File: config.mk
export PLATFORM = sky130hd
export DESIGN_NAME = famicom_pad_serializer
export DESIGN_NICKNAME = d
export VERILOG_FILES = /design/src/rtl/famicom_pad_serializer.sv
export SDC_FILE = /design/constraint.sdc
export NUM_CORES = 1
export LEC_CHECK = 0
export CAP_MARGIN = 20
export CORE_ASPECT_RATIO = 1.1
export CORE_MARGIN = 10
export CORE_UTILIZATION = 42
export DETAILED_ROUTE_END_ITERATION = 10
export PLACE_DENSITY = 0.86
export SLEW_MARGIN = 25
export SYNTH_ARGS = -nofsm -noshare
export SYNTH_HDL_FRONTEND = slang
export SYNTH_SLANG_ARGS = --single-unit
File: constraint.sdc
create_clock -name clk_sys -period 1.4 [get_ports clk_sys]
set_input_delay 0.28 -clock clk_sys [delete_from_list [all_inputs] [get_ports clk_sys]]
set_output_delay 0.28 -clock clk_sys [all_outputs]
set_load 0.01 [all_outputs]
File: src/rtl/famicom_pad_serializer.sv
// Multi-pad Famicom/NES/SNES serial responder: synchronises the core's latch and
// shift clock, keeps one shift register per pad and presents bit0 of each pad
// on its own serial data line.

// Per-pad shift register plus registered serial output.
module famicom_pad_lane #(
    parameter int PAD_BITS        = 8,
    parameter int FILL_BIT        = 1,
    parameter int ACTIVE_LOW_DATA = 1
) (
    input  logic                clk_sys,
    input  logic                reset_n,
    input  logic                load,
    input  logic                shift,
    input  logic [PAD_BITS-1:0] load_val,
    output logic                data
);
    // Level driven for a logical 0 (released) button.
    localparam logic REL_LVL = (ACTIVE_LOW_DATA != 0);

    logic [PAD_BITS-1:0] sr_q, sr_d;
    logic                data_q, data_d;

    // Load wins over shift; the output flop takes the new bit0 in the same cycle
    // the register changes, so no extra cycle is added to the pin-to-data latency.
    always_comb begin
        sr_d = sr_q;
        if (load)
            sr_d = load_val;
        else if (shift)
            sr_d = {1'(FILL_BIT), sr_q[PAD_BITS-1:1]};
        data_d = sr_d[0] ^ REL_LVL;
    end

    // Shift register and output flop.
    always_ff @(posedge clk_sys or negedge reset_n) begin
        if (!reset_n) begin
            sr_q   <= '0;
            data_q <= REL_LVL;
        end else begin
            sr_q   <= sr_d;
            data_q <= data_d;
        end
    end

    assign data = data_q;
endmodule

module famicom_pad_serializer #(
    parameter int NUM_PADS        = 2,
    parameter int PAD_BITS        = 8,
    parameter int FILL_BIT        = 1,
    parameter int SYNC_STAGES     = 2,
    parameter int ACTIVE_LOW_DATA = 1,
    localparam int CW             = $clog2(PAD_BITS + 1)
) (
    input  logic                         clk_sys,
    input  logic                         reset_n,
    input  logic [NUM_PADS*PAD_BITS-1:0] pad_buttons,
    input  logic [PAD_BITS-1:0]          kbd_bits,
    input  logic                         kbd_valid,
    input  logic                         famicom_latch,
    input  logic                         famicom_pulse,
    output logic [NUM_PADS-1:0]          famicom_data,
    output logic [CW-1:0]                bit_count,
    output logic                         frame_done
);
    localparam logic [CW-1:0] BC_MAX  = CW'(PAD_BITS);
    localparam logic [CW-1:0] BC_LAST = CW'(PAD_BITS - 1);

    logic [SYNC_STAGES-1:0] latch_sync_q, latch_sync_d;
    logic [SYNC_STAGES-1:0] pulse_sync_q, pulse_sync_d;
    logic                   pulse_prev_q, pulse_prev_d;
    logic [CW-1:0]          bc_q, bc_d;
    logic                   fd_q, fd_d;

    logic                   latch_s, pulse_s, pulse_rise, do_shift;
    logic [NUM_PADS-1:0][PAD_BITS-1:0] load_val;

    assign latch_s = latch_sync_q[SYNC_STAGES-1];
    assign pulse_s = pulse_sync_q[SYNC_STAGES-1];

    // Synchroniser chains; the extra pulse copy feeds the rising-edge detector.
    always_comb begin
        latch_sync_d = {latch_sync_q[SYNC_STAGES-2:0], famicom_latch};
        pulse_sync_d = {pulse_sync_q[SYNC_STAGES-2:0], famicom_pulse};
        pulse_prev_d = pulse_s;
    end

    // Shared frame control: LOAD while latched, count shifts until exhausted.
    always_comb begin
        pulse_rise = pulse_s & ~pulse_prev_q;
        do_shift   = ~latch_s & pulse_rise;
        bc_d       = bc_q;
        fd_d       = 1'b0;
        if (latch_s) begin
            bc_d = '0;
        end else if (pulse_rise && bc_q != BC_MAX) begin
            bc_d = bc_q + 1'b1;
            fd_d = (bc_q == BC_LAST);
        end
    end

    // Keyboard bitmap merges into pad 0 only.
    always_comb begin
        for (int p = 0; p < NUM_PADS; p++)
            load_val[p] = pad_buttons[p*PAD_BITS +: PAD_BITS];
        if (kbd_valid)
            load_val[0] = load_val[0] | kbd_bits;
    end

    // Control and synchroniser state.
    always_ff @(posedge clk_sys or negedge reset_n) begin
        if (!reset_n) begin
            latch_sync_q <= '0;
            pulse_sync_q <= '0;
            pulse_prev_q <= 1'b0;
            bc_q         <= BC_MAX;
            fd_q         <= 1'b0;
        end else begin
            latch_sync_q <= latch_sync_d;
            pulse_sync_q <= pulse_sync_d;
            pulse_prev_q <= pulse_prev_d;
            bc_q         <= bc_d;
            fd_q         <= fd_d;
        end
    end

    for (genvar p = 0; p < NUM_PADS; p++) begin : g_lane
        famicom_pad_lane #(
            .PAD_BITS       (PAD_BITS),
            .FILL_BIT       (FILL_BIT),
            .ACTIVE_LOW_DATA(ACTIVE_LOW_DATA)
        ) u_lane (
            .clk_sys (clk_sys),
            .reset_n (reset_n),
            .load    (latch_s),
            .shift   (do_shift),
            .load_val(load_val[p]),
            .data    (famicom_data[p])
        );
    end

    assign bit_count  = bc_q;
    assign frame_done = fd_q;
endmodule
---- Word-level counts from Yosys, hierarchy flattened ----
Index checks and enable logic that the tools add are counted.
word-level totals
  bits in registers ....................... 28
  bits in latches ......................... 0
  RAM bits ................................ 0
  bits in read-only memories .............. 0
  output and inout port bits .............. 7
  memories ................................ 0
cells by class
  add/sub/neg operators ................... 1
  multipliers ............................. 0
  div/mod/pow operators ................... 0
  $lt $le $gt $ge ......................... 0
  equal/unequal tests ..................... 2
  shift-type cells ........................ 0
  multiplexer cells ....................... 9
  bitwise gates (word level) .............. 7
  reductions and logical operators ........ 3
operator list
  kind                 number
  $mux 8               5
  $mux 4               2
  $or 8x8->8           1
  $add 4x1->4 const B  1
  $eq 4x3->1 const B   1
  $ne 4x4->1 const B   1
  $not 1->1            4
  $reduce_bool 2->1    2
  $and 1x1->1          2
  $mux 1               2
  $logic_and 1x1->1    1

---- Longest topological paths before layout ----
Gate-level depths: netlist of run 1.
  depth after elaboration ................. 6
  gate-level depth with buffers ........... 4
  gate-level depth less buffers ........... 4

---- Hierarchy ----
Synthesis of run 1 repeated with hierarchy kept, for this count alone.
unflattened totals
  cells, all modules ...................... 115
  area total of the unflattened synthesis .. 1273.7 sq um
modules (own cells, without submodules)
  module                  times used  cells each  area an instance (sq um)
  famicom_pad_lane        2           36          396.6
  famicom_pad_serializer  1           43          480.5

---- Worst setup path after synthesis of run 1 ----
OpenSTA, ideal clock, no wires.
  path kind ............................... reg2reg
  start point ............................. reg bc_q[0], in the netlist bit_count[0]
  end point ............................... reg bc_q[0], in the netlist bit_count[0]
  arrival ................................. 1.268 ns
  slack ................................... 0.007 ns
  stages on the path, launching flop included .. 5
  buffers on the path ..................... 0
  period minus slack after synthesis ...... 1.393 ns
  cell sequence ........................... dfrtp_1 -> inv_1 -> ha_1 -> a31oi_2 -> mux2_2
on the way
  word-level cells in the longest chain between the ends .. 3
  elaborated cells on any way between the ends .. 6
ends and longest elaborated chain
  what                                                RTL line  text
  start: declaration                                  74        logic [CW-1:0] bc_q, bc_d;
  start signal: assignment                            118       bc_q <= BC_MAX;
  start signal: assignment                            124       bc_q <= bc_d;
  $add 4x1->4 / $ne 4x4->1 (equally long branches)    99, 98
  $mux 4 / $logic_and 1x1->1 (equally long branches)  98        end else if (pulse_rise && bc_q != BC_MAX) begin
  $mux 4 / $reduce_bool 2->1 (equally long branches)  -
Several ways; a longest one is shown, not always the timed one. The select of a mux whose other input is x is not followed.
A chain may end at the register's enable or synchronous reset.

---- Worst setup path in the final report of run 1 ----
  start point ............................. reg bc_q[1], in the netlist bit_count[1]
  end point ............................... reg bc_q[0], in the netlist bit_count[0]
on the way
  word-level cells in the longest chain between the ends .. 3
ends and longest elaborated chain
  what                                RTL line
  $ne 4x4->1                          98
  $logic_and 1x1->1                   98
  $reduce_bool 2->1 (no source line)  -
No other way between the ends.

==> results of run 1 <==
layout make-up:
type / count / share of cell area (%)
tap: 33 / 2.39
multi-input combinational: 70 / 29.6
sequential: 28 / 40.8
timing repair buffer: 46 / 24.4
clock buffer: 4 / 2.10
inverter: 3 / 0.652
flip-flops by register name, indices dropped and copies added (netlist names), named ones only:
name / count
g_lane.u_lane.data: 2
bit_count: 4
latch_sync_q: 2
pulse_sync_q: 2
pulse_prev_q: 1
frame_done: 1
g_lane.u_lane.sr_q: 15
cell usage after synthesis (2+ instances only):
library cell | instances | area (um2)
a21oi_1 | 11 | 55.1
buf_2 | 2 | 10.0
buf_4 | 3 | 22.5
clkbuf_1 | 2 | 7.51
dfrtp_1 | 25 | 626
dfstp_2 | 3 | 78.8
ha_1 | 2 | 25.0
inv_1 | 3 | 11.3
mux2_2 | 2 | 22.5
mux2i_1 | 22 | 220
nand2_1 | 9 | 33.8
nand2b_1 | 3 | 18.8
nor2_1 | 3 | 11.3
o21ai_0 | 9 | 45.0
final timing paths:
check | from | to | slack (ns) | depth (start not counted)
setup / recovery | bit_count[1] | bit_count[0] | 0.07 | 5
hold / removal | reset_n | g_lane[1].u_lane.sr_q[7] | 0.28 | 2
setup reg to reg | bit_count[1] | bit_count[0] | 0.07 | 5
hold reg to reg | latch_sync_q[0] | latch_sync_q[1] | 0.37 | 0
max in group asynchronous | reset_n | bit_count[3] | 0.88 | 2
min in group clk_sys | latch_sync_q[0] | latch_sync_q[1] | 0.37 | 0
layer usage:
metal | wire, um | part of all wire (%)
met1 | 1170 | 44
met2 | 1290 | 49
met3 | 180 | 6.8
met4 | 10 | 0.38
met5 | 0 | 0
repair_timing:
action	CTS	global route
setup buffers	3	0
cloned	0	0
endpoints found under the setup margin	8	6
pin swaps	1	1
gates resized for setup	14	7
worst register-to-register path, cell delays in order, from the launching register on:
cell and delay (ns):
dfrtp_1 0.37, buf_4 0.13, inv_1 0.04, ha_2 0.18, a31oi_4 0.20, mux2_4 0.31
per-stage QoR:
step                      std cells  hold WS [ns]  cell area, um2
after floorplan                 110       -0.0156            1270
after global placement          177         0.333            1680
after detailed placement        177         0.335            1680
after CTS                       184         0.270            1740
after global routing            184         0.274            1730
final                           184         0.278            1730
power groups by stage:
| stage | clock (uW) | combinational (uW) | sequential, uW |
|---|---|---|---|
| 2_1_floorplan | 0 | 148 | 926 |
| 3_3_place_gp | 0 | 282 | 930 |
| 3_5_place_dp | 0 | 292 | 933 |
| 4_1_cts | 412 | 294 | 916 |
| 5_1_grt | 437 | 320 | 925 |
| 6_report | 394 | 289 | 915 |
logic make-up (layout without fill, tap and decap cells):
logic type	after synthesis	count (layout)	synth area share [%]
buf+inv	12	53	5.23
flops	28	28	55.6
simple gates	21	21	7.90
fa+ha+maj	2	2	1.97
compound gates	23	23	10.2
mux	24	24	19.2
==> summary.txt, run 1 <==
Placed design
  • Number of buffers added on ports: 35
  • Post-DP HPWL: just over 2 mm
  • Dpl ws: approximately 0.0046 ns
  • Placer Congestion: roughly 0.74

STA
  • Slew Viols, Final: 0
  • TNS Setup: 0 ns
  • Final worst setup slack: 0.0681 ns
  • RSZ-0062 raised after global routing: no
  • Clock Skew: approximately 0.0039 ns
  • Maximum achievable frequency: roughly 0.75 GHz
  • Rel. slew slack: 83.3%
  • Fin crit period: roughly 1.3 ns
  • Worst-Margin Slew: 0.248 ns
  • Period utilization: 95.1%
  • Final setup viols: 0
  • Final Hold Viols: 0

Finish
  • Most frequent cells in the layout: clkdlybuf4s50_1 (28), dfrtp_1 (25), mux2i_1 (22)
  • Area Overhead vs Synth: 36.2%
  • Filler instances: around 240
  • FF+latch area: 704 um2
  • Layout cells sized above 1: 17.2%
  • Final core utilization: between 60% and 70%
  • Final-stage net count: approximately 180
  • Commonest non-fill, non-tap cell in the layout: clkdlybuf4s50_1
  • Footprint of the multi-input gates: 512 um2
  • # diodes: 0

Critical path
  • Crit path buffers/inverters: 2
  • Max incr delay on CP: about 0.37 ns
  • Crit-path cells: buf_4, inv_1, ha_2, a31oi_4, mux2_4
  • Crit path max fanout: 4
  • Critical setup path kind: reg -> reg
  • CP endpoint kind: flop
  • Arrival time worst endpoint: approximately 1.6 ns
  • Data required time of the critical path: ~1.6 ns
  • Critical-path top delay cell: dfrtp_1
  • Cell family with most CP delay: flip-flops
  • CP startpoint kind: flop

Yosys
  • Post-synth EDFFs: 0
  • Mapped Cells: 110
  • Sequential area share after synthesis: 55.6%
  • Synth cell types: 25
  • Flop and latch count out of synthesis: 28
  • Synthesized area per cell: ~12 um2
  • Synthesis Warnings: 0
  • Synth Flop Type: dfrtp_1
  • Post-Syn Area: 0.00127 mm2
  • Synthesized Nets: 141
  • Asr flop ratio synth: 100%

Floorplanning
  • Starting Density: roughly 45%
  • Die Ht: ~78 um
  • Die ar.: 0.00562 mm2
  • I/O pin total: 36
  • DIE WIDTH: 72.4 um
  • Core Footprint: around 0.0028 mm2
  • Row count: 20

Pwr
  • VDD IR max: a little under 0.7 mV
  • Sw frac: 24.2%
  • Sequential Power Share: around 57%
  • P_int: approximately 1200 uW
  • Ratio of total power to cell area: slightly above 900 mW/mm2
  • Clk pwr share: 24.6%
  • Sw Pwr: slightly below 400 uW
  • Logic pwr share: 18.1%
  • P_leak: between 0.0007 and 0.0008 uW
  • Total power: between 1500 and 2000 uW

Clocking
  • Clock Path Buffers: 2
  • Skew-Pair Late Insertion Delay: ~0.32 ns
  • TritonCTS clock tree: built
  • CTS root buffer: clkbuf_4
  • Hold Buf Count CTS: 0
  • TritonCTS buffer count: 3
  • Reg clk slew, reported paths: 0.15 ns
  • Clock sinks: 28
  • H-tree levels: 1

Global route
  • Initial antenna violation count: 0
  • Total gr overflow: 0
  • Largest net degree at the start of global routing: 29
  • Global Route Usage Sum: ~9%
  • Most Crowded Layer GR: met2
  • Vias in the first global route: just under 1k
  • Met2 usage: 14.8%
  • First-pass GRT wire length: between 4 and 5 mm
  • Met1 Use GR: between 10% and 20%
  • GRT met3 Usage: 3.44%

Routing
  • DR WL/cell: approximately 14 um
  • ANT nets after route: 0
  • Via/cell ratio: 4.98
  • Drt total wl: around 2.7 mm
  • Residual DRC: 0
  • Initial DRC Count: a little over 50
  • Drt pass-1 iters: 4
  • Via count: slightly above 900

Run status
  • Status: complete, no violations

Min path
  • Class of the worst hold path: in -> async

Run
  • Max-Cap Viols: 0
No activity file was read; power rests on OpenSTA's default activity.
==> run 2, diff against run 1 <==
- SLEW_MARGIN: 25 -> not set
==> results of run 2 <==
No change in the layout: final DEF, timing and power equal those of run 1.
